File: src/rtl/alu_op_sequencer.sv
// alu_op_sequencer: parses header/operand byte pairs into ALU ops,
// issues them with a valid/ready handshake and tracks results.
module alu_op_sequencer (
  input  logic       clk,
  input  logic       rst_n,
  input  logic [7:0] in_data,
  input  logic       in_valid,
  output logic       in_ready,
  output logic [2:0] out_a,
  output logic [2:0] out_b,
  output logic [1:0] out_opcode,
  output logic       out_valid,
  input  logic       out_ready,
  input  logic [3:0] alu_z,
  output logic [3:0] last_result,
  output logic [7:0] issue_count,
  output logic       err
);

  typedef enum logic [1:0] {
    HDR   = 2'd0,
    OPND  = 2'd1,
    ISSUE = 2'd2
  } state_t;

  state_t     state;
  state_t     nxt;
  logic [1:0] op_q;
  logic       chain_q;
  logic [3:0] idle;

  logic acc;
  logic hdr_ok;
  logic ld_hdr;
  logic ld_opnd;
  logic bad_hdr;
  logic tmo;
  logic idle_inc;
  logic fire;

  assign in_ready  = rst_n && (state != ISSUE);
  assign out_valid = (state == ISSUE);
  assign acc       = in_valid && in_ready;
  assign hdr_ok    = (in_data[4:0] == 5'd0);

  // Next-state and per-cycle control decode
  always_comb begin
    nxt      = state;
    ld_hdr   = 1'b0;
    ld_opnd  = 1'b0;
    bad_hdr  = 1'b0;
    tmo      = 1'b0;
    idle_inc = 1'b0;
    fire     = 1'b0;
    unique case (state)
      HDR: begin
        if (acc) begin
          if (hdr_ok) begin
            ld_hdr = 1'b1;
            nxt    = OPND;
          end else begin
            bad_hdr = 1'b1;
          end
        end
      end
      OPND: begin
        if (acc) begin
          ld_opnd = 1'b1;
          nxt     = ISSUE;
        end else if (idle == 4'd14) begin
          tmo = 1'b1;
          nxt = HDR;
        end else begin
          idle_inc = 1'b1;
        end
      end
      ISSUE: begin
        if (out_ready) begin
          fire = 1'b1;
          nxt  = HDR;
        end
      end
      default: nxt = HDR;
    endcase
  end

  // State register
  always_ff @(posedge clk or negedge rst_n) begin
    if (!rst_n) state <= HDR;
    else        state <= nxt;
  end

  // Command latches, operand outputs, result tracking and error pulse
  always_ff @(posedge clk or negedge rst_n) begin
    if (!rst_n) begin
      op_q        <= 2'd0;
      chain_q     <= 1'b0;
      idle        <= 4'd0;
      out_a       <= 3'd0;
      out_b       <= 3'd0;
      out_opcode  <= 2'd0;
      last_result <= 4'd0;
      issue_count <= 8'd0;
      err         <= 1'b0;
    end else begin
      err <= bad_hdr | tmo;
      if (ld_hdr) begin
        op_q    <= in_data[7:6];
        chain_q <= in_data[5];
        idle    <= 4'd0;
      end else if (idle_inc) begin
        idle <= idle + 4'd1;
      end else if (tmo) begin
        idle <= 4'd0;
      end
      if (ld_opnd) begin
        out_b      <= in_data[6:4];
        out_a      <= chain_q ? last_result[2:0]
                              : in_data[2:0];
        out_opcode <= op_q;
      end
      if (fire) begin
        last_result <= alu_z;
        issue_count <= issue_count + 8'd1;
      end
    end
  end

endmodule
File: config.mk
export PLATFORM = sky130hd
export DESIGN_NAME = alu_op_sequencer
export DESIGN_NICKNAME = d
export VERILOG_FILES = /design/src/rtl/alu_op_sequencer.sv
export SDC_FILE = /design/constraint.sdc
export NUM_CORES = 1
export LEC_CHECK = 0
export ABC_AREA = 1
export CAP_MARGIN = 20
export CORE_MARGIN = 2
export CORE_UTILIZATION = 40
export DETAILED_ROUTE_END_ITERATION = 12
export PLACE_DENSITY = 0.79
export RECOVER_POWER = 100
export REMOVE_ABC_BUFFERS = 1
export SLEW_MARGIN = 25
export SYNTH_ARGS = -nofsm -noshare
export SYNTH_HDL_FRONTEND = slang
export SYNTH_SLANG_ARGS = --single-unit
File: constraint.sdc
create_clock -name clk -period 2.3 [get_ports clk]
set_input_delay 0.345 -clock clk [delete_from_list [all_inputs] [get_ports clk]]
set_output_delay 0.345 -clock clk [all_outputs]
set_load 0.01 [all_outputs]
# After elaboration in Yosys (flattened, before gate mapping)
# Index checks and enable logic that the tools add are counted.
# Widths: inputs -> output; s select.
[totals]
register_bits = 30
[classes]
n_eq_ne = 8
bitwise = 1
n_mux = 26
n_reduce_logical = 6
n_addsub = 2
[ops]
columns = ["op", "count"]
rows = [
  ["$mux 1", 16],
  ["$mux 4", 3],
  ["$mux 2", 5],
  ["$add 8x1->8 const B", 1],
  ["$ne 2x2->1 const B", 3],
  ["$pmux 2 s3", 1],
  ["$logic_not 5->1", 1],
  ["$add 4x1->4 const B", 1],
  ["$eq 4x4->1 const B", 1],
  ["$reduce_and 4->1", 1],
  ["$mux 3", 1],
  ["$ne 3x3->1 const B", 1],
  ["$reduce_bool 3->1", 1],
  ["$eq 2x1->1 const B", 1],
  ["$eq 2x2->1 const B", 1],
  ["$logic_and 1x1->1", 2],
  ["$logic_not 2->1", 1],
  ["$ne 2x1->1 const B", 1],
  ["$or 1x1->1", 1],
]

# Logic depth before layout (Yosys ltp)
# Gate-level depths: netlist (run 1).
[depth]
word_depth = 8
depth_mapped = 7
depth_no_buf = 7

# Worst setup path after synthesis (run 1)
# No wires, ideal clock.
[synth_timing]
path_kind = "register -> register"
start = "register issue_count[0]"
end = "register issue_count[4]"
t_arrival_ns = 0.986
synth_period_minus_slack_ns = 1.115
setup_slack_ns = 1.185
stages_incl_launch_ff = 6
path_buffers = 0
path_cell_list = "dfrtp_1 > ha_1 > inv_1 > nor2_4 > nand2_2 > xnor2_2"
[synth_via]
elab_chain_len = 1
[synth_lines]
columns = ["element", "line", "source"]
rows = [
  ["start: declaration", "16", "output logic [7:0] issue_count,"],
  ["start signal: assignment", "124", "issue_count <= issue_count + 8'd1;"],
  ["$add 8x1->8", "124", ""],
]
# Every way passes these cells.
# A chain may end at the register's enable or synchronous reset.

# Worst setup path after layout (run 1)
[layout_timing]
start = "input rst_n"
end = "output in_ready"
[layout_via]
elab_chain_len = 1
[layout_lines]
columns = ["element", "line", "source"]
rows = [
  ["start: declaration", "5", "input logic rst_n,"],
  ["$logic_and 1x1->1", "41", "assign in_ready = rst_n && (state != ISSUE);"],
  ["end: declaration", "8", "output logic in_ready,"],
]
# Every way passes these cells.

==> impl.org, run 1 <==
** Route
- Final WL :: 2.96 mm
- In the routed layout, each cell is associated on average with a via count of 4.61.
- Count of TritonRoute iterations in the first routing pass :: 4
- Remaining number of nets flagged by the antenna check after routing :: 0
- In the routed design, unresolved DRC markers number 0.
- Overall via count from detail_route :: 1186
- After the first detailed-routing iteration, the DRC count stood at 59.
- Average wire per cell in the routed design :: 11.5 um

** Clock tree
- Post-CTS timing repair inserted 0 buffers for setup.
- The clock tree synthesis step divided the H-tree into 2 levels.
- Buffer depth of the longest clock path :: 2
- Clock Latency Late Sink :: 0.33 ns
- Worst-path clk slew :: 0.09 ns
- PostCTS Resize Cnt :: 0
- The clock drives 30 sinks.
- Count of hold-fix buffers inserted at cts :: 0
- CTS Root Buffer Type :: clkbuf_4
- Counting the buffers created by CTS gives 5.
- Clock tree from TritonCTS :: done

** STA
- The hold violation count in the final report was 0.
- Slew HR :: 51.8%
- At the pin with the least slew margin, the transition time is 0.723 ns.
- Setup violations remaining at the end of the flow were counted as 0.
- Setup repair after global routing left no endpoint under its margin.
- Largest clock skew in the final design :: 0.00429 ns
- After routing, the total negative slack on setup checks comes to 0 ns.
- Of the available clock period, the critical path in the final layout requires 88.5%.
- F_max :: 491 MHz
- The max-slew violation total from the final report came to 0.
- Shortest period the worst path allows :: 2.04 ns

** Floorplan
- Row generation in the floorplan step produced 21 rows.
- Pin placement for this block handled 39 I/O pins.
- Overall die area :: 4140 sq um
- Die Y :: 64.4 um
- The die is 64.4 um wide.
- Initial standard-cell utilization of the core :: 42.7%
- Placeable core area :: 3420 sq um

** Setup path
- The signal on the critical path passes through dlygate4sd3_1 -> inv_1 -> nor2_1 -> dlygate4sd3_1.
- Critical setup path kind :: input port to primary output
- The worst setup path is captured at a primary output.
- For the worst setup path, the data required time is 1.96 ns.
- Arrival time of data at the critical path endpoint :: 1.69 ns
- CP peak stage delay :: 0.61 ns
- Along the worst path, the maximum fanout reaches 2.
- Crit-path most repeated cell :: dlygate4sd3_1
- Sort of element at the start of the critical path :: input port
- The largest individual stage delay along the critical path comes from the cell dlygate4sd3_1.

** Placed design
- IO Port Bufs :: 38
- The congestion estimate from routability-driven global placement came to 0.808.
- Detail Placement HPWL :: 2.17 mm

** Pwr
- Worst vdd ir :: 0.327 mV
- For this design the static power due to leakage is 1.03 nW.
- In this run the power density over the cells is 714 nW/um^2.
- Design Power :: 1.36 mW

** Yosys
- Synthesized instance count :: 164
- Yosys reg bits :: 30
- Synthesized area divided by synthesized cell count :: 8.89 sq um
- Yosys mapped the design onto 24 distinct sky130hd cell types.
- For this run, the register share of the synthesized area comes to 51.5%.
- Post-synthesis instance area :: 1460 sq um
- Number of warning messages in the yosys log :: 0

** Cells and area
- At the end of the flow, the number of nets in the layout was 229.
- Top library cells by usage in the layout, fill and taps aside :: nand2_1 (56), dfrtp_1 (30), dlygate4sd3_1 (24), inv_1 (23)
- The library cell used most frequently in the layout, excluding fill and tap cells, is nand2_1.
- From synthesis to final layout, the design area changed by 30.7%.
- Antenna diode count :: 0
- The post-route netlist has 6.16% of its cells at a drive strength greater than 1.
- At the end of the flow the core is filled with cells to 55.8%.

** Global routing
- The first global-routing pass estimated 5.28 mm of wire.
- Pin count of the biggest net entering global routing :: 30
- Remaining global-route overflow :: 0
- For this run, the total global-route usage over all layers was measured as 16.6%.
- Initial antenna violation count :: 0
- Vias in the first global route :: 1211

** Outcome
- Result of the run :: completed

** Min path
- Worst hold-check path type :: input port to async pin

** Run
- Max Cap Violations :: 0
==> worst max-delay path: cells and delay by family <==
family                 cells  cell delay (ns)
buffers and inverters      3             1.25
AND/OR/NAND/NOR            1             0.10
==> logic make-up (layout without fill, tap and decap cells) <==
kind of cell    count (synthesis)  after routing  synth area share (%)
simple gates                   85             85                  28.1
buf+inv                        24             71                  6.70
xor+xnor                        5              5                  3.52
fa+ha+maj                       3              3                  2.58
flops                          30             30                  51.5
mux                             2              2                  1.37
compound gates                 15             15                  6.27
==> report_power, final <==
part	switching, mW	total (mW)	internal [mW]
clock	0.182	0.391	0.209
sequential	0.0702	0.678	0.608
combinational	0.135	0.292	0.157
total	0.387	1.36	0.974
==> state kept, by name (all words and copies together) (netlist names) <==
signal       count
err              1
last_result      4
out_a            3
out_b            3
issue_count      8
state            2
idle             4
chain_q          1
op_q             2
out_opcode       2
==> metrics by stage <==
| step | instances | setup WS, ns | area [sq um] | hold WS [ns] |
|---|---|---|---|---|
| 3_5_place_dp | 249 | 0.405 | 1900 | 0.469 |
| 2_1_floorplan | 163 | 1.18 | 1450 | 0.0494 |
| 6_report | 257 | 0.264 | 1910 | 0.430 |
| 3_3_place_gp | 249 | 0.388 | 1900 | 0.456 |
| 4_1_cts | 257 | 0.355 | 1980 | 0.330 |
| 5_1_grt | 257 | 0.209 | 1910 | 0.425 |
==> Yosys cell counts, drive strengths merged <==
cell type | instances | area [sq um]
xnor2 | 2 | 25.0
nor2 | 9 | 58.8
o22ai | 1 | 6.26
dfrtp | 30 | 751
mux2i | 2 | 20.0
xor2 | 3 | 26.3
nand3 | 12 | 72.6
buf | 1 | 11.3
nand4 | 5 | 37.5
inv | 23 | 86.3
nand3b | 1 | 7.51
ha | 3 | 37.5
nand2 | 58 | 233
o21ai | 14 | 85.1
==> area by class of cell <==
type                            count  area [sq um]
Fill cell                         333          1510
Sequential cell                    30           751
Multi-Input combinational cell    110           543
Timing Repair Buffer               40           389
Inverter                           23          86.3
Clock buffer                        8          78.8
Tap cell                           46          57.6
==> per-layer routing <==
layer / track usage [%] / vias to the layer above / wire [um]
li1: - / 611 / -
met1: 21.6 / 543 / 1440
met2: 25.9 / 26 / 1350
met3: 4.40 / 6 / 120
met4: 7.18 / 0 / 55
met5: 0 / - / 0
==> worst paths after layout <==
check                      slack, ns              to      from  cells after the start
setup / recovery                0.26        in_ready     rst_n                      4
hold / removal                  0.43        state[1]     rst_n                      2
setup reg to reg                0.77  issue_count[5]  state[0]                      6
hold reg to reg                 0.49        out_a[1]  out_a[1]                      2
max in group asynchronous       0.94        out_a[2]     rst_n                      3
min in group clk                0.49        out_a[1]  out_a[1]                      2
Power figures use the tool's default switching activity.
==> run 2: changes to the inputs <==
--- a/config.mk
+++ b/config.mk
@@ -7,10 +7,10 @@
 export LEC_CHECK = 0
 export ABC_AREA = 1
 export CAP_MARGIN = 20
-export CORE_MARGIN = 2
-export CORE_UTILIZATION = 40
+export CORE_UTILIZATION = 50
 export DETAILED_ROUTE_END_ITERATION = 12
-export PLACE_DENSITY = 0.79
+export MAX_ROUTING_LAYER = met4
+export PLACE_DENSITY = 0.93
 export RECOVER_POWER = 100
 export REMOVE_ABC_BUFFERS = 1
 export SLEW_MARGIN = 25
==> impl.org, run 2 (synthesis results as in run 1) <==
** Global routing
- The largest net degree at the start of global routing came to 34 (+13%).
- Initial antenna violation count :: 0 (unchanged)
- The number of global-route vias before repair is 1129 (-6.8%).
- Remaining global-route overflow :: 0 (unchanged)
- The combined global-route utilization of all metal layers is 22.4% (+5.8 points).
- The wire length of the first global-routing pass is 5.18 mm (-1.8%).

** Clock tree
- The depth of the CTS H-tree is 2 (unchanged).
- Clock Latency Late Sink :: 0.32 ns (about the same)
- Number of clock sinks seen by CTS :: 30 (unchanged)
- PostCTS Resize Cnt :: 0 (unchanged)
- Count of hold-fix buffers inserted at cts :: 0 (unchanged)
- The tree is rooted in a clkbuf_4.
- Number of post-CTS setup repair buffers :: 0 (unchanged)
- Worst-path clk slew :: 0.08 ns (about the same)
- Clock tree from TritonCTS :: done
- The number of CTS-inserted buffers was 5 (unchanged).
- The buffer levels on the longest clock path is 2 (unchanged).

** STA
- Shortest period the worst path allows :: 2.01 ns (-0.0291 ns)
- The setup skew after layout was 0.00365 ns (-0.000638 ns).
- Setup repair after global routing missed its margin :: no
- Final Cycle Share :: 87.3% (-1.3 points)
- The post-route setup TNS is 0 ns (unchanged).
- The hold slack came to 0.484 ns (+0.0546 ns).
- Slew of the pin with the lowest slew margin :: 0.404 ns (-0.320 ns)
- The max-slew violation total from the final report is 0 (unchanged).
- The final setup violation count came to 0 (unchanged).
- Final Hold Violating Endpoints :: 0 (unchanged)
- The achievable clock frequency came to 498 MHz (+1.4%).
- Slew HR :: 73.0% (+21 points)

** Route
- Met2 WL :: 1.52 mm (+13%)
- Signal routing reaches up to met4.
- Metal-1 WL :: 1.36 mm (-5.2%)
- Average wire per cell in the routed design :: 12.8 um (+12%)
- Via/cell ratio :: 5.04 (+9.2%)
- DRC Markers :: 0 (unchanged)
- Count of TritonRoute iterations in the first routing pass :: 5 (+1)
- 1st-iter DRT viols :: 45 (-24%)
- The detailed-routed wire length on met3 was 146 um (+22%).
- Overall via count from detail_route :: 1204 (+1.5%)
- Final WL :: 3.07 mm (+3.7%)
- The final antenna-violating net count was 0 (unchanged).

** Setup path
- Critical setup path kind :: input port to primary output
- Arrival time of data at the critical path endpoint :: 1.66 ns (-0.03 ns)
- STA classifies the critical path endpoint as a primary output.
- The required time reported for the critical path endpoint is 1.96 ns (about the same).
- Sort of element at the start of the critical path :: input port
- The critical-path maximum fanout is 2 (unchanged).

** Floorplan
- Overall die area :: 3140 sq um (-24%)
- Die W :: 56.0 um (-13%)
- Initial standard-cell utilization of the core :: 52.9% (+10 points)
- The number of top-level pins is 39 (unchanged).
- The height of the die was 56.0 um (-13%).
- Number of standard-cell rows in the floorplan :: 19 (-9.5%)
- Placeable core area :: 2760 sq um (-19%)

** Cells and area
- In the layout the commonest cells are nand2_1 (56), dfrtp_1 (30), dlygate4sd3_1 (25), inv_1 (22), o21ai_0 (14).
- Layout overhead on the synthesized area :: 27.9%
- The cell area after layout came to 1860 sq um (-2.2%).
- Number of nets in the finished design :: 228 (-0.44%)
- Share of cells above drive strength 1 :: 6.25% (+0.089 points)
- Register with the most flip-flops :: issue_count
- Antenna diode count :: 0 (unchanged)
- Flip-flop count of the largest register after layout :: 8 (unchanged)
- The library cell used most frequently in the layout, excluding fill and tap cells, is nand2_1.
- The utilization of the core after routing is 67.6% (+12 points).
- The largest registers in the layout are issue_count (8), idle (4), last_result (4).
- The final-layout fill cell count is 234 (-30%).

** Run
- Max Cap Violations :: 0 (unchanged)

** Placed design
- IO Port Bufs :: 38 (unchanged)
- Placer's final routability congestion estimate :: 0.836 (+3.5%)
- The total placed instance area was 1870 sq um (-1.4%).
- The HPWL after detailed placement came to 2.20 mm (+1.8%).

** Pwr
- Leak :: 1.02 nW (-0.89%)
- The power density over cell area is 685 nW/um^2 (-4.0%).
- Worst vdd ir :: 0.561 mV (+71%)

** Outcome
- The run finished with clean final reports.

** Min path
- Worst hold-check path type :: register to register
run 2: cell type report:
cell class | count | area, sq um | area share (%)
clock buffer | 6 | 51.3 | 2.75
inverter | 23 | 86.3 | 4.63
multi-input combinational | 110 | 549 | 29.5
sequential | 30 | 751 | 40.3
tap | 31 | 38.8 | 2.08
timing repair buffer | 39 | 388 | 20.8
run 2: metrics by stage:
stage	setup WS, ns	std cells	total power, mW
floorplan	1.18	163	0.829
finish	0.293	239	1.28
global route	0.224	239	1.36
detailed placement	0.211	233	1.02
CTS	0.363	239	1.32
global placement	0.275	233	1.01
run 2: final timing paths:
path                          start        endpoint  slack [ns]  depth (start not counted)
max in group asynchronous     rst_n             err        1.50                          2
setup reg to reg           state[0]  issue_count[5]        0.76                          6
hold reg to reg            out_b[1]        out_b[1]        0.48                          2
setup / recovery              rst_n        in_ready        0.29                          4
hold / removal             out_b[1]        out_b[1]        0.48                          2
min in group asynchronous     rst_n  issue_count[5]        0.51                          2
run 2: worst max-delay path: stages:
cell	delay [ns]
dlygate4sd3_1	0.54
inv_1	0.07
nor2_1	0.09
dlygate4sd3_1	0.61
run 2: metal layers:
metal,vias to the layer above,track usage [%]
li1,603,-
met1,559,28.7
met2,37,34.9
met3,5,5.12
met4,0,8.36
met5,-,-
run 2: power by group:
part,internal (mW),switching (mW),total (mW)
combinational,0.156,0.135,0.291
clock,0.137,0.167,0.304
sequential,0.608,0.0741,0.682
